===== src/rtl/wb_arbiter_pkg.sv =====
// Shared types and defaults for the two-requester register-file write arbiter.
// The WB_ARB_RR_EN build option selects round-robin grant; it is off by default.
package wb_arbiter_pkg;

  localparam int unsigned WB_ADDRW_DEF = 5;
  localparam int unsigned WB_DATAW_DEF = 32;

  // The holding-buffer record is sized for the widest supported configuration.
  // Narrower instances zero-extend into it.
  localparam int unsigned WB_ADDRW_MAX = 16;
  localparam int unsigned WB_DATAW_MAX = 64;

  typedef struct packed {
    logic                    valid;
    logic [WB_ADDRW_MAX-1:0] addr;
    logic [WB_DATAW_MAX-1:0] data;
  } hold_buf_t;

  typedef enum logic {
    FAVOUR_R0 = 1'b0,
    FAVOUR_R1 = 1'b1
  } rr_ptr_e;

endpackage


===== src/rtl/wb_arbiter_if.sv =====
// Bus bundle for wb_arbiter: two write requesters plus the register-file write port.
// The slave modport belongs to the arbiter; the master modport is the surrounding system.
interface wb_arbiter_if #(
  parameter int unsigned ADDRW = wb_arbiter_pkg::WB_ADDRW_DEF,
  parameter int unsigned DATAW = wb_arbiter_pkg::WB_DATAW_DEF
) ();

  logic             r0_valid;
  logic             r1_valid;
  logic             r0_ready;
  logic             r1_ready;
  logic [ADDRW-1:0] r0_addr;
  logic [ADDRW-1:0] r1_addr;
  logic [DATAW-1:0] r0_data;
  logic [DATAW-1:0] r1_data;
  logic             wr_en;
  logic [ADDRW-1:0] addr_d;
  logic [DATAW-1:0] data_d;
  logic [1:0]       pend;

  modport master (
    output r0_valid, r1_valid, r0_addr, r1_addr, r0_data, r1_data,
    input  r0_ready, r1_ready, wr_en, addr_d, data_d, pend
  );

  modport slave (
    input  r0_valid, r1_valid, r0_addr, r1_addr, r0_data, r1_data,
    output r0_ready, r1_ready, wr_en, addr_d, data_d, pend
  );

endinterface


===== src/rtl/wb_arb_grant.sv =====
// Two-way grant over occupied holding buffers.
// With WB_ARB_RR_EN defined, contention alternates via a pointer; otherwise requester 0 always wins.
module wb_arb_grant
  import wb_arbiter_pkg::*;
(
`ifdef WB_ARB_RR_EN
  input  logic       clk,
  input  logic       rst_n,
`endif
  input  logic [1:0] req,
  output logic [1:0] gnt
);

`ifdef WB_ARB_RR_EN
  rr_ptr_e ptr_q;
  rr_ptr_e ptr_d;

  // The pointer names the requester that wins the next contended cycle.
  // It moves only when both requesters are present.
  always_comb begin
    gnt   = req;
    ptr_d = ptr_q;
    if (&req) begin
      if (ptr_q == FAVOUR_R1) begin
        gnt   = 2'b10;
        ptr_d = FAVOUR_R0;
      end else begin
        gnt   = 2'b01;
        ptr_d = FAVOUR_R1;
      end
    end
  end

  always_ff @(posedge clk) begin
    if (!rst_n) begin
      ptr_q <= FAVOUR_R0;
    end else begin
      ptr_q <= ptr_d;
    end
  end
`else
  always_comb begin
    gnt = req;
    if (req[0]) begin
      gnt = 2'b01;
    end
  end
`endif

endmodule


===== src/rtl/wb_arbiter.sv =====
// Two-requester write arbiter in front of a register file. It drains one holding buffer per cycle.
// An entry for x0 is consumed without a write. Building with WB_ARB_RR_EN selects round-robin grant.
module wb_arbiter
  import wb_arbiter_pkg::*;
#(
  parameter int unsigned ADDRW = WB_ADDRW_DEF,
  parameter int unsigned DATAW = WB_DATAW_DEF
) (
  input  logic          clk,
  input  logic          rst_n,
  wb_arbiter_if.slave   bus
);

  hold_buf_t               buf_q [2];
  hold_buf_t               buf_d [2];
  hold_buf_t               sel;
  logic [1:0]              req_valid;
  logic [WB_ADDRW_MAX-1:0] req_addr [2];
  logic [WB_DATAW_MAX-1:0] req_data [2];
  logic [1:0]              occupied;
  logic [1:0]              gnt;
  logic [1:0]              ready;

  always_comb begin
    req_valid   = {bus.r1_valid, bus.r0_valid};
    req_addr[0] = WB_ADDRW_MAX'(bus.r0_addr);
    req_addr[1] = WB_ADDRW_MAX'(bus.r1_addr);
    req_data[0] = WB_DATAW_MAX'(bus.r0_data);
    req_data[1] = WB_DATAW_MAX'(bus.r1_data);
    occupied    = {buf_q[1].valid, buf_q[0].valid};
  end

  wb_arb_grant u_grant (
`ifdef WB_ARB_RR_EN
    .clk   (clk),
    .rst_n (rst_n),
`endif
    .req   (occupied),
    .gnt   (gnt)
  );

  // A buffer accepts when it is empty or being drained this cycle.
  // A same-cycle refill overrides the drain.
  always_comb begin
    for (int unsigned i = 0; i < 2; i++) begin
      ready[i] = !buf_q[i].valid | gnt[i];
      buf_d[i] = buf_q[i];
      if (gnt[i]) begin
        buf_d[i].valid = 1'b0;
      end
      if (req_valid[i] & ready[i]) begin
        buf_d[i] = '{valid: 1'b1, addr: req_addr[i], data: req_data[i]};
      end
    end
  end

  always_ff @(posedge clk) begin
    if (!rst_n) begin
      buf_q[0] <= '0;
      buf_q[1] <= '0;
    end else begin
      buf_q[0] <= buf_d[0];
      buf_q[1] <= buf_d[1];
    end
  end

  // Outputs are forced quiet while reset is held, even before the first reset edge.
  always_comb begin
    sel = '0;
    if (rst_n) begin
      if (gnt[0]) begin
        sel = buf_q[0];
      end else if (gnt[1]) begin
        sel = buf_q[1];
      end
    end
    bus.wr_en    = sel.valid & (sel.addr != '0);
    bus.addr_d   = ADDRW'(sel.addr);
    bus.data_d   = DATAW'(sel.data);
    bus.pend     = occupied & {2{rst_n}};
    bus.r0_ready = ready[0];
    bus.r1_ready = ready[1];
  end

endmodule


===== src/flat_wrapper.sv =====
// flat-port wrapper written by rule: the top's interface ports become plain ports
module wb_arbiter_flat import wb_arbiter_pkg::*;
#(
  parameter int unsigned ADDRW = WB_ADDRW_DEF,
  parameter int unsigned DATAW = WB_DATAW_DEF
)
  (clk, rst_n, bus_r0_valid, bus_r1_valid, bus_r0_addr, bus_r1_addr, bus_r0_data, bus_r1_data, bus_r0_ready, bus_r1_ready, bus_wr_en, bus_addr_d, bus_data_d, bus_pend);
  wb_arbiter_if #(.ADDRW(ADDRW), .DATAW(DATAW)) bus_i ();
  input  logic clk;
  input  logic rst_n;
  input wire logic [$bits(bus_i.r0_valid)-1:0] bus_r0_valid;
  input wire logic [$bits(bus_i.r1_valid)-1:0] bus_r1_valid;
  input wire logic [$bits(bus_i.r0_addr)-1:0] bus_r0_addr;
  input wire logic [$bits(bus_i.r1_addr)-1:0] bus_r1_addr;
  input wire logic [$bits(bus_i.r0_data)-1:0] bus_r0_data;
  input wire logic [$bits(bus_i.r1_data)-1:0] bus_r1_data;
  output wire logic [$bits(bus_i.r0_ready)-1:0] bus_r0_ready;
  output wire logic [$bits(bus_i.r1_ready)-1:0] bus_r1_ready;
  output wire logic [$bits(bus_i.wr_en)-1:0] bus_wr_en;
  output wire logic [$bits(bus_i.addr_d)-1:0] bus_addr_d;
  output wire logic [$bits(bus_i.data_d)-1:0] bus_data_d;
  output wire logic [$bits(bus_i.pend)-1:0] bus_pend;
  assign bus_i.r0_valid = bus_r0_valid;
  assign bus_i.r1_valid = bus_r1_valid;
  assign bus_i.r0_addr = bus_r0_addr;
  assign bus_i.r1_addr = bus_r1_addr;
  assign bus_i.r0_data = bus_r0_data;
  assign bus_i.r1_data = bus_r1_data;
  assign bus_r0_ready = bus_i.r0_ready;
  assign bus_r1_ready = bus_i.r1_ready;
  assign bus_wr_en = bus_i.wr_en;
  assign bus_addr_d = bus_i.addr_d;
  assign bus_data_d = bus_i.data_d;
  assign bus_pend = bus_i.pend;
  wb_arbiter #(.ADDRW(ADDRW), .DATAW(DATAW)) u_core (.clk(clk), .rst_n(rst_n), .bus(bus_i));
endmodule

===== config.mk =====
export PLATFORM = sky130hd
export DESIGN_NAME = wb_arbiter_flat
export DESIGN_NICKNAME = d
export VERILOG_FILES = /design/src/rtl/wb_arbiter_pkg.sv /design/src/rtl/wb_arbiter_if.sv /design/src/rtl/wb_arb_grant.sv /design/src/rtl/wb_arbiter.sv /design/src/flat_wrapper.sv
export SDC_FILE = /design/constraint.sdc
export NUM_CORES = 1
export LEC_CHECK = 0
export ABC_AREA = 1
export CAP_MARGIN = 20
export CORE_AREA = 3 3 91 93
export DETAILED_ROUTE_END_ITERATION = 6
export DIE_AREA = 0 0 94 96
export PLACE_DENSITY = 0.78
export SYNTH_ARGS = -nofsm -noshare
export SYNTH_HDL_FRONTEND = slang
export SYNTH_SLANG_ARGS = --single-unit

===== constraint.sdc =====
create_clock -name clk -period 1.3 [get_ports clk]
set_input_delay 0.26 -clock clk [delete_from_list [all_inputs] [get_ports clk]]
set_output_delay 0.26 -clock clk [all_outputs]
set_load 0.005 [all_outputs]

==> results.ini <==
[detailed_routing]
routedWlPerCell_um = 16.4
dr.pass1.iters = 4
vias = 3761
drt-total-wl_um = 11900
drc = 0
viasPerCell = 5.17
drtIter0Drc = 182
postRouteAntennaNets = 0

[die]
fp.dieArea_um2 = 9020
pin_count = 120
die_x_um = 94
start_util_pct = 43.2
coreArea_um2 = 7610
rows = 32
die_h_um = 96

[yosys]
synth_edf_count = 0
synth_top_area_share_pct = 46.3
synthesis.area_um2 = 3290
synth_area_leader_cell = dfxtp_1
yosysSeqAreaShare_pct = 46.3
synthAdderAreaFrac_pct = 0
synth-warning-count = 0
synthTopCellsByArea = dfxtp_1 46%, nor2_1 16%, o21ai_0 15%, nand2_1 9.0%, nor2_2 1.9%
synth_cell_types = 24
ys_async_sr_fraction_pct = 0
synth_compound_area_share_pct = 17.2
syn_avg_cell_area_um2 = 7.08
synthFlopType = dfxtp_1
synth-simple-area-share_pct = 27.9
synth_most_common_cell = nor2_1
syn_inst = 464
synth_seq_cells = 76
synthesis.nets = 542
ys_top_cells_by_count = 137 x nor2_1, 98 x o21ai_0, 79 x nand2_1
synthMuxAreaShare_pct = 0
synth_top_family_by_area = simple AND/OR/NAND/NOR gates
synth_xor_area_share_pct = 0

[timing]
maxSlewHeadroom_pct = 62.7
tightest_slew_ns = 0.559
final_max_slew_viol_count = 0
setup_ws_ns = -0.421
fmax_mhz = 581
tns_ns = -15.86
fin_crit_sh_pct = 132
period_needed_ns = 1.72
skew_ns = 0.0101
hold_viol_final = 0
finalSetupViolCount = 78
rsz0062_at_grt = true

[place]
gp_congestion = 0.815
dp.cells = 685
io_buffer_count = 118
post-dp-hpwl_um = 6710
place_area_um2 = 4700

[power]
p_leak_nw = 2.51
ir_drop_uv = 643
powerDensity_nw_per_um2 = 1040

[clock_network]
clk_latency_ns = 0.35
root_buffer = clkbuf_8
cts.clk_slew.worst_paths_ns = 0.08
cts_buffers = 9
cts_max_level = 3
cts_hold_buf = 0
tritoncts = yes
cts.sinks = 76
cts_buffer_depth = 2

[finish]
num-nets-final = 698
instances_no_fill = 727
reg_top3 = u_core.buf_q x76
area_growth_syn_to_layout_pct = 72.0
drive_above_1_share_pct = 35.2
num_antenna_cells = 0
largest_register_ffs = 76
final_util_pct = 74.3
final_area_um2 = 5650
max_flop_register = u_core.buf_q

[global_route]
overflow = 0
grt_pass1_wl_um = 16100
grt_usage_pct = 23.0
grt_max_degree = 47
first_global_vias = 3438
antenna_found_initial = 0

[critical_path]
critPathLaunchType = flip-flop
worstPathRequired_ns = 1.04
cp.arrival_ns = 1.46
critPathCaptureType = output pin
crit_fanout = 8
path_class = reg2out

[run_status]
status = finished, violations left
violations = setup timing

[job]
cap_violations = 0

[worst_hold_path]
hold_class = in2reg

-- worst paths after layout --
kind	from	end	slack, ns	cells after the start
max reg2reg	u_core.buf_q[0][80]$_SDFFE_PN0P_	u_core.buf_q[0][108]$_SDFFE_PN0P_	-0.13	9
max	u_core.buf_q[0][80]$_SDFFE_PN0P_	bus_data_d[31]	-0.42	7
min	bus_r0_data[31]	u_core.buf_q[0][31]$_SDFFE_PN0P_	0.49	3
min reg2reg	u_core.buf_q[0][89]$_SDFFE_PN0P_	u_core.buf_q[0][89]$_SDFFE_PN0P_	0.49	2
-- critical path: stages (launching register included) --
cell     delay [ns]
dfxtp_4        0.37
inv_4          0.07
buf_6          0.13
buf_12         0.13
buf_6          0.10
nand2_2        0.04
o21ai_1        0.14
buf_2          0.13
-- routing by layer --
layer  GRT usage [%]  up-vias  part of all wire (%)
met3            4.77       38                   6.5
met4            10.5        0                   4.2
met1            26.9     1740                    37
li1                -     1792                     -
met5               0        -                     0
met2            40.3      191                    52
-- area by class of cell --
type	instances	area, um^2
repair inverters	3	47.5
flip-flops and latches	76	1530
inverters	12	88.8
fillers	527	1960
well taps	102	128
clock inverters	4	72.6
repair buffers	174	1720
clock buffers	12	145
multi-input cells	344	1920
-- power breakdown --
| part | internal [mW] | switching, mW | total [mW] | leakage, nW |
|---|---|---|---|---|
| logic | 0.651 | 0.594 | 1.25 | 1.77 |
| clock network | 1.13 | 0.876 | 2.01 | 0.107 |
| registers | 2.50 | 0.115 | 2.61 | 0.633 |
-- kinds of logic after synthesis --
family | count (synthesis)
compound gates | 112
buf+inv | 45
other cells | 1
flops | 76
simple gates | 230
-- timing repair --
| action | in CTS | in global routing |
|---|---|---|
| buffers inserted | 8 | 11 |
| endpoints found under the setup margin | 43 | 79 |
| pin swaps | 11 | 21 |
| resized for setup | 286 | 98 |
| gates cloned | 3 | 9 |
-- metrics by stage --
step / total power, mW / worst slack [ns] / hold slack [ns]
6_report: 5.87 / -0.421 / 0.490
4_1_cts: 5.59 / -0.434 / 0.454
3_3_place_gp: 3.52 / -0.524 / 0.438
2_1_floorplan: 3.05 / 0.115 / 0.395
3_5_place_dp: 3.54 / -0.544 / 0.445
5_1_grt: 6.09 / -0.482 / 0.493
-- cells in the final DEF (no fill, tap or decap), types with 9 or more instances in the layout --
master	instances
buf_6	21
clkdlybuf4s50_1	76
o21ai_1	23
buf_2	37
o21ai_2	41
nand2_4	16
nand2_1	54
nand2_2	9
buf_4	21
clkbuf_8	10
dfxtp_1	74
nor2_1	127
nor2_2	19
o21ai_0	37
buf_12	11
Power figures use the tool's default switching activity.
